`src/rtl/alu_pkg.sv`:
```
// Shared ALU operation codes, used by the ALU datapath and the ALU control decoder.
package alu_pkg;
   localparam logic [3:0] ALU_AND  = 4'b0000;
   localparam logic [3:0] ALU_OR   = 4'b0001;
   localparam logic [3:0] ALU_ADD  = 4'b0010;
   localparam logic [3:0] ALU_XOR  = 4'b0011;
   localparam logic [3:0] ALU_SLL  = 4'b0100;
   localparam logic [3:0] ALU_SRL  = 4'b0101;
   localparam logic [3:0] ALU_SUB  = 4'b0110;
   localparam logic [3:0] ALU_SLT  = 4'b0111;
   localparam logic [3:0] ALU_SLTU = 4'b1000;
   localparam logic [3:0] ALU_SRA  = 4'b1001;
   localparam logic [3:0] ALU_NOR  = 4'b1100;
endpackage

```
`src/rtl/alu_core.sv`:
```
// Combinational ALU datapath: second-operand mux, operation select and zero detect.
module alu_core
   import alu_pkg::*;
#(
   parameter int WIDTH = 32
) (
   input  logic [WIDTH-1:0] A,
   input  logic [WIDTH-1:0] B,
   input  logic [WIDTH-1:0] imm,
   input  logic             alu_src,
   input  logic [3:0]       ALUCtl,
   output logic [WIDTH-1:0] result_next,
   output logic             zero_next
);
   logic [WIDTH-1:0] op2;
   logic [4:0]       shamt;
   logic             lt_signed;
   logic             lt_unsigned;

   assign op2         = alu_src ? imm : B;
   assign shamt       = op2[4:0];
   assign lt_signed   = $signed(A) < $signed(op2);
   assign lt_unsigned = A < op2;

   always_comb begin
      result_next = '0;
      case (ALUCtl)
         ALU_AND:  result_next = A & op2;
         ALU_OR:   result_next = A | op2;
         ALU_ADD:  result_next = A + op2;
         ALU_XOR:  result_next = A ^ op2;
         ALU_SLL:  result_next = A << shamt;
         ALU_SRL:  result_next = A >> shamt;
         ALU_SUB:  result_next = A - op2;
         ALU_SLT:  result_next = {{(WIDTH-1){1'b0}}, lt_signed};
         ALU_SLTU: result_next = {{(WIDTH-1){1'b0}}, lt_unsigned};
         ALU_SRA:  result_next = WIDTH'($signed(A) >>> shamt);
         ALU_NOR:  result_next = ~(A | op2);
         default:  result_next = '0;
      endcase
   end

   // Derived from the same value that gets registered, so result and zero never disagree.
   assign zero_next = (result_next == '0);
endmodule

```
`src/rtl/alu_v_32.sv`:
```
// 32-bit RISC-V ALU with registered result and zero flag (one-cycle latency).
module alu_v_32
   import alu_pkg::*;
#(
   parameter int WIDTH = 32
) (
   input  logic             clk,
   input  logic             rst,
   input  logic [WIDTH-1:0] A,
   input  logic [WIDTH-1:0] B,
   input  logic [WIDTH-1:0] imm,
   input  logic             alu_src,
   input  logic [3:0]       ALUCtl,
   output logic             zero,
   output logic [WIDTH-1:0] result
);
   logic [WIDTH-1:0] result_next;
   logic             zero_next;

   alu_core #(.WIDTH(WIDTH)) u_core (
      .A           (A),
      .B           (B),
      .imm         (imm),
      .alu_src     (alu_src),
      .ALUCtl      (ALUCtl),
      .result_next (result_next),
      .zero_next   (zero_next)
   );

   always_ff @(posedge clk or posedge rst) begin
      if (rst) begin
         result <= '0;
         zero   <= 1'b1;
      end else begin
         result <= result_next;
         zero   <= zero_next;
      end
   end
endmodule

```
`config.mk`:
```
export PLATFORM = sky130hd
export DESIGN_NAME = alu_v_32
export DESIGN_NICKNAME = d
export VERILOG_FILES = /design/src/rtl/alu_pkg.sv /design/src/rtl/alu_core.sv /design/src/rtl/alu_v_32.sv
export SDC_FILE = /design/constraint.sdc
export NUM_CORES = 1
export LEC_CHECK = 0
export ABC_AREA = 1
export BUFFER_PORTS_ARGS = -buffer_cell sky130_fd_sc_hd__buf_2
export CORE_MARGIN = 3
export CORE_UTILIZATION = 55
export DETAILED_ROUTE_END_ITERATION = 8
export GPL_TIMING_DRIVEN = 0
export HOLD_SLACK_MARGIN = 0.03
export PLACE_DENSITY = 0.86
export RECOVER_POWER = 100
export SYNTH_ARGS = -nofsm -noshare
export SYNTH_HDL_FRONTEND = slang
export SYNTH_HIERARCHICAL = 1
export SYNTH_SLANG_ARGS = --single-unit
```
`constraint.sdc`:
```
create_clock -name clk -period 1.4 [get_ports clk]
set_input_delay 0.07 -clock clk [delete_from_list [all_inputs] [get_ports clk]]
set_output_delay 0.07 -clock clk [all_outputs]
set_load 0.1 [all_outputs]
```
==> impl_results.md, run 1 <==
- Status: aborted with a tool error
- Failed at: 5_1_grt
- Error msg: [ERROR GRT-0232] Routing congestion too high. Check the congestion heatmap in the GUI.
- Combinational family with the most area after synthesis: simple AND/OR/NAND/NOR gates
- Synth Area in XOR/XNOR: 0.148%
- H-Tree Depth: 2
- RePlAce Congestion: 1.28
- Post-synthesis sequential area ratio: 6.99%
- Initial core utilization: 56.1%
- Hold buffers post-CTS: 0
- Synth warn: 6
- Syn nets: 2508
- Commonest cells in the netlist: nand2_1 (713), nand3_1 (499), inv_1 (292)
- Largest net degree at the start of global routing: 34
- Row count: 53
- Synth cell types: 45
- Placed wire-length estimate: 52.1 mm
- Synth Register Bits: 33
- Placed Instance Area: 13500 sq um
- Max clock buf depth: 2
- Mean post-synth cell area: 5.15 sq um
- Worst-path endpoint after global-route repair_timing: zero$_DFF_PP1_/D
- Most frequent cell after synthesis: nand2_1
- Synth Area in Compound Gates: 12.3%
- GRT Util Overall: 72.7%
- Num ports: 136
- Clk sinks: 33
- Die height: 153 microns
- Ranking of synthesized cells by area: nand2_1 (23%), nand3_1 (21%), ha_1 (11%)
- CTS Buf Count: 5
- Port bufs: 134
- Cells after synthesis: 2301
- Root Buffer: clkbuf_16
- Synth Cell Area: 11800 sq um
- EDFF count, synth: 0
- Top_reg_cell synth: dfrtp_1
- Top cell type by total area after synthesis: nand2_1
- Die W: 153 microns
- Async S/R FF share, synth: 100%
- Multiplexer share of the synthesized area: 0%
- Post-Synth Simple-Gate Area: 55.4%
- Synth top area share: 22.6%
- Total grt overflow: 13
- Adder-Cell Fraction of Synth Area: 11.1%
- Worst ep type: register data pin
==> layer usage <==
layer / track usage, % / GRT overflow
met4: 61.4 / 6
met5: 20.9 / 0
met3: 59.0 / 0
met1: 78.0 / 0
met2: 87.3 / 7
==> per-stage QoR <==
stage                     setup WS [ns]  cells
after CTS                         -1.25   2793
after detailed placement          -2.18   2710
after global placement            -2.12   2710
after floorplan                   -1.10   2301
==> what timing repair did <==
item | CTS
setup endpoints to repair | 33
gates resized for setup | 292
endpoints found under the hold margin | 0
cloned | 3
setup buffers | 76
pin swaps | 96
==> kinds of logic after synthesis <==
kind of cell / after synthesis
and+or+nand+nor: 1509
buffers and inverters: 400
AOI/OAI and AO/OA: 253
adders and majority gates: 104
xor gates and xnor gates: 2
DFF: 33
==> inputs of run 2 (changes only) <==
CORE_UTILIZATION = 40   (was 55)
HOLD_SLACK_MARGIN = default   (was 0.03)
PLACE_DENSITY = default   (was 0.86)
PLACE_DENSITY_LB_ADDON = 0.15   (was default)
==> run 2 against run 1 <==
  * The flow now finishes, with violations (setup timing)
  * Area after synthesis did not move
  * Synthesized cell count did not move
==> impl_results.md, run 2 <==
- Max clock buf depth: 2
- Reg clk slew, reported paths: 0.07 ns
- Async S/R FF share, synth: 100%
- Crit path time final: 2.93 ns
- Switching pwr: 0.00787 W
- Fin area: 18000 sq um
- Syn nets: 2508
- Synth cell types: 45
- Synth Cell Area: 11800 sq um
- Final hold vios: 0
- Drt first pass iters: 6
- Sw Share: 60.3%
- CP required: 1.62 ns
- Crit-path cells: buf_2 -> inv_1 -> nand2_1 -> inv_2 -> nand2_1 -> buf_2 -> o22ai_1 -> a211oi_1 -> nand2_1 -> nor2_1 -> nand4_1 -> nor2_4 -> nand2_2 -> nor2_4 -> nand2_2 -> nor2_1
- Mean post-synth cell area: 5.15 sq um
- Seq pwr share: 8.8%
- Die W: 178 microns
- RePlAce Congestion: 1.10
- Placed Instance Area: 13700 sq um
- TNS Setup: -31.53 ns
- CTS Buf Count: 5
- Max Fclk: 342 MHz
- Post-layout net count: 2824
- Top cell by count, worst path: nand2_1
- Commonest non-fill, non-tap cell in the layout: nand2_1
- Final Worst Setup Slack: -1.53 ns
- Top_reg_cell synth: dfrtp_1
- Ant. Diodes: 0
- Die ar.: 31700 sq um
- WP data arrival: 3.14 ns
- Synth Register Bits: 33
- Failing checks: setup timing
- Fillers: 2683
- Top Registers: result x32, zero x1
- Register name with the most flops: result
- Slew headroom: 26.1%
- DR vias/cell: 6.35
- Start point of the critical path: ALUCtl[1]
- CP startpoint kind: input port
- Area growth syn-to-layout: 51.9%
- Row count: 62
- Placed wire-length estimate: 59.0 mm
- Cells after synthesis: 2301
- Setup CP Type: input port to register
- Num ports: 136
- Commonest cells in the netlist: nand2_1 (713), nand3_1 (499), inv_1 (292)
- Proportion of power drawn by combinational gates: 82.6%
- Core Footprint: 28900 sq um
- Dpl ws: -2.32 ns
- Ranking of synthesized cells by area: nand2_1 (23%), nand3_1 (21%), ha_1 (11%)
- Fin util: 62.1%
- Share of cells above drive strength 1: 36.9%
- EDFF count, synth: 0
- Root Buffer: clkbuf_16
- Clk sinks: 33
- Slew Limit Fails: 0
- Die height: 178 microns
- Min-delay worst type: input port to async pin
- Status: finished with violations
- Worst setup EP type: register
- Crit path capture: zero
- Max reg flops: 32
- Total grt overflow: 0
- Vias in the first global route: 17001
- Final WL: 80.7 mm
- Final setup vio count: 33
- CTS tree: done
- Wire per inst: 26.9 microns
- Actual slew at the worst max-slew pin: 1.10 ns
- MaxCap Viol Count: 0
- DRC: 0
- VDD IR-drop max: 0.848 mV
- P_int: 0.00518 W
- DR vias: 19052
- First-pass GRT wire length: 109 mm
- Initial antenna violation count: 1
- Commonest cells after routing, fill and taps aside: nand2_1 (538), nand3_1 (442), inv_1 (232), buf_4 (154), nand2_2 (131)
- Largest net degree at the start of global routing: 34
- Crit share post-route: 209%
- Synth warn: 6
- Most frequent cell after synthesis: nand2_1
- Crit-path max cell delay: 0.59 ns
- Clock Power Share: 8.7%
- RSZ-0062 raised after global routing: true
- Power Density: 726 nW/um^2
- Top cell type by total area after synthesis: nand2_1
- Initial DRC count: 3424
- GRT Util Overall: 46.9%
- Leak: 9.12 nW
- Initial core utilization: 40.9%
- Slowest cell on crit path: buf_2
- Final ANT Viol Nets: 0
- Crit path max fanout: 10
- Port bufs: 134
- Post-synthesis sequential area ratio: 6.99%
- Synth top area share: 22.6%
- H-Tree Depth: 2
run 2: final cells by class:
class | instances | area [sq um] | share of cell area (%)
multi-input cells | 1868 | 12200 | 67.6
repair buffers | 316 | 2250 | 12.5
inverters | 299 | 1220 | 6.77
plain buffers | 94 | 915 | 5.09
flip-flops and latches | 33 | 827 | 4.60
well taps | 384 | 480 | 2.67
clock buffers | 5 | 125 | 0.696
clock inverters | 3 | 17.5 | 0.0974
run 2: repair_timing:
action | in CTS | in global routing
endpoints found under the setup margin | 33 | 33
cloned | 6 | 1
hold buffers | 0 | 1
setup buffers | 112 | 63
resized for setup | 455 | 275
pin swaps | 122 | 156
endpoints found under the hold margin | 0 | 32
run 2: worst min-delay path by stage:
stage	to	slack, ns
finish	result[26]	0.47
global placement	result[6]	0.44
CTS	result[18]	0.17
floorplan	result[0]	0.20
global route	result[2]	0.52
detailed placement	result[7]	0.47
run 2: logic make-up after synthesis:
group	synth area share, %
compound gates	12.3
xor+xnor	0.148
fa+ha+maj	11.1
buf+inv	14.0
flops	6.99
simple gates	55.4
run 2: per-stage QoR:
step                      power, W  std cells  hold slack (ns)
after floorplan            0.00633       2301            0.198
after global placement     0.00867       2819            0.441
after detailed placement   0.00870       2819            0.471
after CTS                   0.0114       2943            0.173
after global routing        0.0134       3002            0.516
final                       0.0130       3002            0.472
run 2: power groups by stage:
stage	registers (W)	logic, W	clock network (W)
final	0.00114	0.0108	0.00113
after global placement	0.00115	0.00753	0
after CTS	0.00113	0.00921	0.00110
after global routing	0.00115	0.0111	0.00117
after detailed placement	0.00115	0.00755	0
after floorplan	0.00217	0.00416	0
run 2: critical path: cells and delay by family:
| family | cells | cell delay, ns |
|---|---|---|
| simple gates | 10 | 1.61 |
| buf+inv | 4 | 0.88 |
| compound gates | 2 | 0.56 |
run 2: metal layers:
metal	GRT usage, %	vias up	wire length [microns]
met4	25.7	2	6380
met2	63.5	1760	30300
met3	16.0	418	13400
met5	0	-	19
met1	64.3	8704	30600
li1	-	8168	-
No activity file was read; power rests on OpenSTA's default activity.
